$ cat src/rtl/cache_arbiter.sv
// Two-port arbiter sharing the SDRAM cache device port between the video fetcher
// (port 0, fixed priority) and the CPU (port 1). A burst counter bounds how many
// consecutive port-0 grants may pass a waiting CPU request.
module cache_arbiter #(
  parameter int unsigned BURST_LIMIT = 4
) (
  input  logic        sys_clk,
  input  logic        reset,
  input  logic [16:0] p0_address,
  input  logic [7:0]  p0_data_write,
  input  logic        p0_read_req,
  input  logic        p0_write_req,
  output logic [7:0]  p0_data_read,
  output logic        p0_read_ack,
  output logic        p0_write_ack,
  input  logic [16:0] p1_address,
  input  logic [7:0]  p1_data_write,
  input  logic        p1_read_req,
  input  logic        p1_write_req,
  output logic [7:0]  p1_data_read,
  output logic        p1_read_ack,
  output logic        p1_write_ack,
  output logic [16:0] cache_address,
  output logic [7:0]  cache_data_write,
  output logic        cache_read_req,
  output logic        cache_write_req,
  input  logic [7:0]  cache_data_read,
  input  logic        cache_read_ack,
  input  logic        cache_write_ack,
  output logic        grant,
  output logic        busy
);

  localparam logic [3:0] LimitCnt = 4'(BURST_LIMIT);
  localparam logic [3:0] CntMax   = 4'hF;

  typedef enum logic [1:0] {StIdle, StIssue, StDone} state_e;

  state_e     state_q, state_d;
  logic [3:0] burst_q;
  logic       is_read_q;

  logic p0_pend, p1_pend, any_pend, sel_p1, sel_read, take, match_ack;

  assign p0_pend  = p0_read_req | p0_write_req;
  assign p1_pend  = p1_read_req | p1_write_req;
  assign any_pend = p0_pend | p1_pend;
  // CPU wins when alone, or when the video port has used up its burst allowance.
  assign sel_p1   = p1_pend &
                    (~p0_pend | ((BURST_LIMIT != 0) && (burst_q == LimitCnt)));
  // Read has precedence when a port raises both request types.
  assign sel_read = sel_p1 ? p1_read_req : p0_read_req;
  assign take     = (state_q == StIdle) & any_pend;
  // Only the ack matching the issued type completes the transaction.
  assign match_ack = is_read_q ? cache_read_ack : cache_write_ack;

  // State register.
  always_ff @(posedge sys_clk) begin
    if (reset) state_q <= StIdle;
    else       state_q <= state_d;
  end

  // Next-state logic.
  always_comb begin
    state_d = state_q;
    unique case (state_q)
      StIdle:  if (any_pend) state_d = StIssue;
      StIssue: if (match_ack) state_d = StDone;
      StDone:  state_d = StIdle;
      default: state_d = StIdle;
    endcase
  end

  // Port acks pulse for the single DONE cycle; busy covers ISSUE and DONE.
  always_comb begin
    busy         = (state_q != StIdle);
    p0_read_ack  = 1'b0;
    p0_write_ack = 1'b0;
    p1_read_ack  = 1'b0;
    p1_write_ack = 1'b0;
    if (state_q == StDone) begin
      p0_read_ack  = ~grant &  is_read_q;
      p0_write_ack = ~grant & ~is_read_q;
      p1_read_ack  =  grant &  is_read_q;
      p1_write_ack =  grant & ~is_read_q;
    end
  end

  // Latch the winning request and drive the cache handshake.
  always_ff @(posedge sys_clk) begin
    if (reset) begin
      cache_address    <= '0;
      cache_data_write <= '0;
      cache_read_req   <= 1'b0;
      cache_write_req  <= 1'b0;
      grant            <= 1'b0;
      is_read_q        <= 1'b0;
    end else if (take) begin
      cache_address    <= sel_p1 ? p1_address : p0_address;
      cache_data_write <= sel_p1 ? p1_data_write : p0_data_write;
      cache_read_req   <= sel_read;
      cache_write_req  <= ~sel_read;
      grant            <= sel_p1;
      is_read_q        <= sel_read;
    end else if ((state_q == StIssue) && match_ack) begin
      // Address and write data stay put: the cache samples write data after its ack.
      cache_read_req  <= 1'b0;
      cache_write_req <= 1'b0;
    end
  end

  // Consecutive video grants taken while the CPU waits, saturating.
  always_ff @(posedge sys_clk) begin
    if (reset) begin
      burst_q <= '0;
    end else if (take) begin
      if (!sel_p1 && p1_pend) burst_q <= (burst_q == CntMax) ? CntMax : burst_q + 4'd1;
      else                    burst_q <= '0;
    end
  end

  // Per-port read data, updated only on that port's read completion.
  always_ff @(posedge sys_clk) begin
    if (reset) begin
      p0_data_read <= '0;
      p1_data_read <= '0;
    end else if ((state_q == StIssue) && match_ack && is_read_q) begin
      if (grant) p1_data_read <= cache_data_read;
      else       p0_data_read <= cache_data_read;
    end
  end

endmodule

$ cat config.mk
export PLATFORM = sky130hd
export DESIGN_NAME = cache_arbiter
export DESIGN_NICKNAME = d
export VERILOG_FILES = /design/src/rtl/cache_arbiter.sv
export SDC_FILE = /design/constraint.sdc
export NUM_CORES = 1
export LEC_CHECK = 0
export CAP_MARGIN = 0
export CORE_ASPECT_RATIO = 0.75
export CORE_MARGIN = 2
export CORE_UTILIZATION = 55
export CTS_CLUSTER_SIZE = 24
export DETAILED_ROUTE_END_ITERATION = 12
export DONT_BUFFER_PORTS = 1
export HOLD_SLACK_MARGIN = 0.1
export PLACE_DENSITY = 0.75
export SLEW_MARGIN = 20
export SYNTH_ARGS = -nofsm -noshare
export SYNTH_HDL_FRONTEND = slang
export SYNTH_SLANG_ARGS = --single-unit
$ cat constraint.sdc
create_clock -name sys_clk -period 2.4 [get_ports sys_clk]
set_clock_uncertainty 0.1 [all_clocks]
set_input_delay 0.36 -clock sys_clk [delete_from_list [all_inputs] [get_ports sys_clk]]
set_output_delay 0.36 -clock sys_clk [all_outputs]
set_load 0.005 [all_outputs]
[After elaboration in Yosys (flattened, before gate mapping)]
Cells that the tools add are included.
Storage, ports and cells
  register bits after elaboration: 51
  logic and storage cells: 57
  ROM bits: 0
  latch bits: 0
  RAM bits: 0
  output and inout port bits: 49
  memories kept: 0
  input bits: 66
Operators by class
  reductions and logical operators: 10
  equal/unequal tests: 6
  shift operators: 0
  multipliers: 0
  divide/modulo/power cells: 0
  multiplexer cells: 16
  $lt $le $gt $ge: 0
  $add $sub $neg: 1
  bitwise operators: 14
Operators by type and width (number)
  two-way mux 17 bit: 1
  two-way mux 1 bit: 9
  two-way mux 4 bit: 2
  two-way mux 8 bit: 1
  bitwise AND 1 bit: 6
  AND reduction 2 bit: 3
  adder 4 x 1 -> 4 bit (second input constant): 1
  equality test 4 x 3 -> 1 bit (second input constant): 1
  equality test 4 bit (second input constant): 1
  two-way mux 2 bit: 2
  inequality test 2 bit (second input constant): 2
  inverter 1 bit: 4
  OR 1 bit: 4
  case mux 2 bit (2 select lines): 1
  nonzero test 2 bit: 2
  logical AND 1 bit: 3
  equality test 2 x 1 -> 1 bit (second input constant): 1
  equality test 2 bit (second input constant): 1
  zero test 2 bit: 1
  zero test 1 bit: 1

[Logic depth before layout (Yosys ltp)]
Gate-level depths: netlist (run 1).
  word-level depth: 7
  gate-level depth with buffers: 8
  depth with buffers taken out: 6

[Worst setup path after synthesis (run 1)]
Ideal clock, no wire load.
  path kind: reg-to-reg
  from: reg burst_q[0]
  to: reg cache_address[13]
  cell stages (with the launch flop): 9
  arrival: 1492 ps
  required time: 2183 ps
  slack: 691 ps
  setup time: 117 ps
  clock period less this slack: 1709 ps
  path buffers: 2
  path through: dfxtp_1 -> inv_1 -> ha_1 -> and3b_1 -> o22ai_1 -> buf_4 -> buf_6 -> mux2i_1 -> o2bb2ai_1
On the way
  cells in the longest elaborated chain, start to end: 4
Ends and longest elaborated chain
  from (decl): RTL line 40  | logic [3:0] burst_q;
  from (signal assigned): RTL line 117  | if (!sel_p1 && p1_pend) burst_q <= (burst_q == CntMax) ? CntMax : burst_q + 4'd1;
  equality test 4 x 3 -> 1 bit: RTL line 50  | (~p0_pend | ((BURST_LIMIT != 0) && (burst_q == LimitCnt)));
  OR 1 bit: RTL line 50
  bitwise AND 1 bit: RTL line 49  | assign sel_p1 = p1_pend &
  two-way mux 17 bit: RTL line 99  | cache_address <= sel_p1 ? p1_address : p0_address;
  to (signal assigned): RTL line 99
  to (decl): RTL line 23  | output logic [16:0] cache_address,
Every way passes these cells.
A chain may end at the register's enable or synchronous reset.

[Final worst setup path (run 1)]
  from: reg burst_q[0]
  to: reg cache_address[6]
The elaborated chain is that of the path after synthesis.

==> flow_metrics.env, run 1 <==
export IMPL_cts_root_buf="clkbuf_8"
export IMPL_port_buffers=0
export IMPL_grt_ovfl_total=0
export IMPL_cts_setup_buffers=0
export IMPL_synth_edf_count=0
export IMPL_fmax_mhz=493
export IMPL_critPathKind="reg2reg"
export IMPL_grt_max_degree=27
export IMPL_final_util_pct=63.5
export IMPL_rows=19
export IMPL_drt_total_wl_um=4640
export IMPL_timing_rr_start="burst_q[0]"
export IMPL_rr_worst_depth=7
export IMPL_diodes=0
export IMPL_gp_congestion=0.727
export IMPL_layout_nets=271
export IMPL_initial_core_util_pct=58.9
export IMPL_critPathMaxFanout=26
export IMPL_multi_input_area_sq_um=1070
export IMPL_dieArea_sq_um=4550
export IMPL_dp_hpwl_um=3480
export IMPL_ys_seq_area_share_pct=46.2
export IMPL_drtIter0Drc=45
export IMPL_firstDrtPassIters=4
export IMPL_die_x_um=77.2
export IMPL_rsz0062_at_grt="no"
export IMPL_clk_path_buf_depth=2
export IMPL_setup_worst_path_start="burst_q[0]"
export IMPL_cts_made_buffers=5
export IMPL_arrival_ns=2.09
export IMPL_viasPerCell=5.93
export IMPL_r2r_end="cache_address[6]"
export IMPL_synth_seq_cells=51
export IMPL_power_leakage_nw=1.04
export IMPL_tightestPinTransition_ns=0.790
export IMPL_regArea_sq_um=1020
export IMPL_ctsResizeCount=0
export IMPL_final_area_sq_um=2380
export IMPL_cap_viol_max_count=0
export IMPL_placed_area_sq_um=2200
export IMPL_clkSinkCount=51
export IMPL_yosysWarnings=0
export IMPL_finalSetupViolCount=0
export IMPL_critPathLaunchType="flip-flop"
export IMPL_finalHoldViolations=0
export IMPL_synth_nets=271
export IMPL_status="finished, final reports clean"
export IMPL_ir_drop_uv=532
export IMPL_crit_required_ns=2.46
export IMPL_crit_end="cache_address[6]"
export IMPL_crit_path_end_kind="flip-flop"
export IMPL_drtAntennaViolNets=0
export IMPL_power_density_nw_per_um2=774
export IMPL_area_growth_pct=7.87
export IMPL_path_clk_slew_ns=0.09
export IMPL_drc=0
export IMPL_drive_gt1_share_pct=9.31
export IMPL_netlist_area_sq_um=2210
export IMPL_yosys_most_used_dff="dfxtp_1"
export IMPL_die_h_um=58.9
export IMPL_drv_slew=0
export IMPL_period_share_pct=84.5
export IMPL_fill_cells=318
export IMPL_synth_avg_cell_area_sq_um=10.9
export IMPL_grt_pass1_vias=1517
export IMPL_worstSkewPairLatency_ns=0.30
export IMPL_dr_total_vias=1517
export IMPL_hp_class="in2reg"
export IMPL_finalCriticalPeriod_ns=2.03
export IMPL_regToRegSetupSlack_ns=0.37
export IMPL_antenna_found_initial=0
export IMPL_synth_cell_types=38
export IMPL_tns_ns=0
export IMPL_grtUsageTotal_pct=20.8
export IMPL_async_flop_share_pct=0
export IMPL_grt_pass1_wl_um=7410
export IMPL_syn_inst=203
export IMPL_relSlewSlack_pct=47.1
export IMPL_core_sq_um=3760
export IMPL_htreeDepth=2
export IMPL_ios=115
export IMPL_post_drt_wl_per_cell_um=18.1
export IMPL_cts_tree="yes"
## worst min path at each step
stage / from / end / slack [ns] / cells after the start
floorplan: cache_address[0] / cache_address[0] / 0.36 / 1
global placement: reset / cache_read_req / 0.33 / 1
detailed placement: reset / state_q[0] / 0.33 / 1
CTS: cache_data_read[4] / p1_data_read[4] / 0.10 / 2
global route: cache_data_read[4] / p0_data_read[4] / 0.11 / 2
finish: cache_data_read[4] / p0_data_read[4] / 0.11 / 2
## critical path, stage by stage, from the launching register on
cell	delay, ns
dfxtp_1	0.43
inv_1	0.10
ha_1	0.19
and3b_1	0.24
o22ai_4	0.10
buf_4	0.39
mux2i_1	0.25
o2bb2ai_1	0.08
## cell usage in the layout, fill, tap and decap left out, types with 2 or more instances in the layout
cell           netlist  final
a21o_1               2      2
ha_1                 2      2
nor3_1               2      2
inv_1                3      3
mux2i_1             41     41
nor2_1              23     23
and3_1               3      3
and3b_1              2      2
nand2_1              3      3
dfxtp_1             51     51
nor3b_1              2      2
nand3b_1             2      2
o2bb2ai_1           26     26
o21ai_0              2      2
dlygate4sd3_1        0      5
a21oi_1              5      5
nor2b_1              2      2
mux2_2               2      2
clkbuf_8             0      5
bufinv_16            0      2
## cell type report
type | count | share of cell area (%)
Sequential cell | 51 | 42.8
Multi-Input combinational cell | 135 | 45.0
Tap cell | 52 | 2.73
Timing Repair Buffer | 7 | 3.25
Clock buffer | 5 | 2.89
Inverter | 3 | 0.472
Clock inverter | 3 | 2.83
## cell families after synthesis
| group | Yosys count | synth area share [%] |
|---|---|---|
| and+or+nand+nor | 49 | 11.9 |
| AOI/OAI and AO/OA | 41 | 15.3 |
| muxes | 43 | 19.6 |
| DFF | 51 | 46.2 |
| buffers and inverters | 17 | 5.89 |
| adders and majority gates | 2 | 1.13 |
## flip-flops by register name, summed over array words and instances (netlist names)
name,count
p0_data_read,8
state_q,2
grant,1
cache_address,17
cache_data_write,8
is_read_q,1
p1_data_read,8
burst_q,4
cache_write_req,1
cache_read_req,1
## metal layers
metal	track usage, %	wire [um]	up-vias
met5	0	0	-
li1	-	-	748
met3	9.51	453	9
met4	8.93	76	0
met1	23.3	1870	685
met2	34.9	2240	75
## power breakdown
| group | internal, mW | switching [mW] | total [mW] |
|---|---|---|---|
| Combinational | 0.0888 | 0.107 | 0.196 |
| Clock | 0.415 | 0.274 | 0.689 |
| Sequential | 0.908 | 0.0532 | 0.961 |
| Total | 1.41 | 0.434 | 1.85 |
## cells in the mapped netlist, types with 2 or more instances
| cell type | count | area share (%) |
|---|---|---|
| a21o_1 | 2 | 0.68 |
| a21oi_1 | 5 | 1.1 |
| and3_1 | 3 | 0.85 |
| and3b_1 | 2 | 0.79 |
| buf_2 | 2 | 0.45 |
| buf_4 | 2 | 0.68 |
| buf_6 | 6 | 3.1 |
| clkbuf_1 | 3 | 0.51 |
| dfxtp_1 | 51 | 46 |
| ha_1 | 2 | 1.1 |
| inv_1 | 3 | 0.51 |
| mux2_2 | 2 | 1.0 |
| mux2i_1 | 41 | 19 |
| nand2_1 | 3 | 0.51 |
| nand3b_1 | 2 | 0.68 |
| nor2_1 | 23 | 3.9 |
| nor2b_1 | 2 | 0.57 |
| nor3_1 | 2 | 0.45 |
| nor3b_1 | 2 | 0.68 |
| o21ai_0 | 2 | 0.45 |
| o2bb2ai_1 | 26 | 10 |
## per-stage QoR
stage	std cells	total power, mW	worst slack [ns]	hold slack [ns]
2_1_floorplan	203	1.15	0.691	0.356
6_report	256	1.85	0.371	0.111
3_3_place_gp	243	1.15	0.525	0.333
5_1_grt	256	1.93	0.227	0.109
3_5_place_dp	243	1.17	0.394	0.334
4_1_cts	253	1.86	0.367	0.102
## what timing repair did
action | 4_1_cts | 5_1_grt
hold endpoints to repair | 23 | 3
endpoints found under the setup margin | 0 | 0
hold buffers | 2 | 3
Power figures use the tool's default switching activity.
==> inputs of run 2 (changes only) <==
clock period = 1.95 ns   (was 2.4 ns; I/O delays follow)
==> run 2 against run 1 <==
The flow now finishes with violations (setup timing); final cell count rose by 23%; combinational power rose by 100%; power rose by 32%; critical path type unchanged.
==> flow_metrics.env, run 2 (synthesis gave the netlist of run 1 again) <==
export IMPL_critPathMaxFanout=6
export IMPL_status="complete, but fails checks"
export IMPL_drtAntennaViolNets=0
export IMPL_hp_class="in2reg"
export IMPL_period_share_pct=100
export IMPL_slowest_stage="dfxtp_4"
export IMPL_hold_start="p1_data_write[2]"
export IMPL_grt_ovfl_total=0
export IMPL_clk_path_buf_depth=2
export IMPL_largest_reg_flops=17
export IMPL_power_density_nw_per_um2=802
export IMPL_switching_share_pct=25.0
export IMPL_instances_no_fill=315
export IMPL_dieArea_sq_um=4550
export IMPL_p_sw_uw=612
export IMPL_worst_slack_ns=-0.00846
export IMPL_cts_root_buf="clkbuf_8"
export IMPL_clock_power_share_pct=35.3
export IMPL_post_drt_wl_per_cell_um=22.0
export IMPL_finalHoldViolations=0
export IMPL_mostFrequentLayoutCells="dlygate4sd3_1, dfxtp_1, mux2i_1, o2bb2ai_1, nor2_1"
export IMPL_min_path_cells=2
export IMPL_grtUsageTotal_pct=27.1
export IMPL_ir_drop_uv=517
export IMPL_violations="setup timing"
export IMPL_die_x_um=77.2
export IMPL_grt_max_degree=27
export IMPL_antenna_found_initial=0
export IMPL_drt_total_wl_um=6920
export IMPL_whs_ns=0.136
export IMPL_drc=0
export IMPL_area_growth_pct=37.9
export IMPL_drtIter0Drc=117
export IMPL_cap_viol_max_count=0
export IMPL_clkSinkCount=51
export IMPL_p_seq_share_pct=48.7
export IMPL_tightestPinTransition_ns=0.862
export IMPL_finalSetupViolCount=1
export IMPL_arrival_ns=2.02
export IMPL_crit_chain="inv_2, ha_2, and3b_2, o22ai_4, clkbuf_16, mux2i_1, o2bb2ai_1"
export IMPL_firstDrtPassIters=4
export IMPL_placed_cells=244
export IMPL_core_sq_um=3760
export IMPL_initial_core_util_pct=58.9
export IMPL_worstSkewPairLatency_ns=0.30
export IMPL_drive_gt1_share_pct=15.2
export IMPL_layout_nets=330
export IMPL_r2r_end="cache_address[7]"
export IMPL_finalCriticalPeriod_ns=1.96
export IMPL_dp_hpwl_um=3420
export IMPL_path_clk_slew_ns=0.10
export IMPL_top_register="cache_address"
export IMPL_relSlewSlack_pct=42.4
export IMPL_tns_ns=-0.00846
export IMPL_layout_commonest_cell="dlygate4sd3_1"
export IMPL_pre_cts_ws_ns=0.0858
export IMPL_fmax_mhz=511
export IMPL_combPwrFrac_pct=16.0
export IMPL_hold_end="cache_data_write[2]"
export IMPL_htreeDepth=2
export IMPL_power_leakage_nw=1.29
export IMPL_rows=19
export IMPL_rsz0062_at_grt="yes"
export IMPL_drv_slew=0
export IMPL_cp_slowest_stage_delay_ns=0.39
export IMPL_port_buffers=0
export IMPL_crit_required_ns=2.01
export IMPL_regToRegSetupSlack_ns=-0.008
export IMPL_grt_pass1_wl_um=9510
export IMPL_cts_tree="yes"
export IMPL_ios=115
export IMPL_gp_congestion=0.728
export IMPL_total_power_mw=2.44
export IMPL_p_int_mw=1.83
export IMPL_grt_pass1_vias=1788
export IMPL_viasPerCell=5.99
export IMPL_dr_total_vias=1886
export IMPL_die_h_um=58.9
export IMPL_rr_worst_depth=7
export IMPL_critPathKind="reg2reg"
export IMPL_diodes=0
export IMPL_timing_rr_start="burst_q[1]"
export IMPL_cts_made_buffers=5
export IMPL_critPathLaunchType="flip-flop"
export IMPL_crit_path_end_kind="flip-flop"
-- run 2: cell types whose count changed in the layout (fill, tap and decap cells not counted), sizes merged --
| cell | change |
|---|---|
| buf | +5 |
| dlygate4sd3 | +52 |
| clkbuf | +2 |
-- run 2: worst max-delay path: cells and delay by family (launching register included) --
kind | cells | cell delay [ns]
and+or+nand+nor | 1 | 0.24
adders and majority gates | 1 | 0.15
buffers and inverters | 2 | 0.27
muxes | 1 | 0.23
DFF | 1 | 0.39
AOI/OAI and AO/OA | 2 | 0.42
-- run 2: cell type report --
type / count / area [sq um]
Fill cell: 223 / 707
Tap cell: 52 / 65.1
Multi-Input combinational cell: 135 / 1120
Clock buffer: 5 / 68.8
Inverter: 3 / 11.3
Timing Repair Buffer: 66 / 689
Clock inverter: 3 / 67.6
Sequential cell: 51 / 1030
-- run 2: worst max-delay path by stage --
stage | from | endpoint | depth (start not counted) | slack [ns]
after floorplan | burst_q[0] | cache_address[13] | 8 | 0.24
after global placement | burst_q[1] | cache_data_write[5] | 7 | 0.23
after detailed placement | burst_q[0] | burst_q[2] | 6 | 0.09
after CTS | burst_q[0] | burst_q[2] | 6 | 0.08
after global routing | burst_q[0] | cache_address[7] | 7 | -0.07
final | burst_q[1] | cache_address[7] | 7 | -0.008
-- run 2: metrics by stage --
step / util [%] / cell area [sq um]
detailed placement: 58.7 / 2210
floorplan: - / 2210
global route: 81.2 / 3050
global placement: 58.7 / 2210
finish: 81.2 / 3050
CTS: 77.5 / 2910
-- run 2: timing repair --
action / 4_1_cts / 5_1_grt
setup endpoints to repair: 0 / 21
hold buffers: 57 / 0
endpoints found under the hold margin: 49 / 0
resized for setup: 0 / 17
setup buffers: 0 / 3
-- run 2: routing by layer --
metal | share of wire, % | wire length [um] | global-route usage, % | vias up
li1 | - | - | - | 854
met1 | 42 | 2920 | 33.7 | 935
met2 | 49 | 3410 | 47.0 | 89
met3 | 7.1 | 488 | 9.51 | 8
met4 | 1.4 | 95 | 4.59 | 0
met5 | 0 | 0 | 0 | -
-- run 2: power by group through the flow --
stage                     sequential, mW  combinational (mW)  clock [mW]
after floorplan                     1.19               0.225           0
after global placement              1.20               0.214           0
after detailed placement            1.21               0.227           0
after CTS                           1.18               0.329       0.872
after global routing                1.20               0.414       0.908
final                               1.19               0.392       0.863
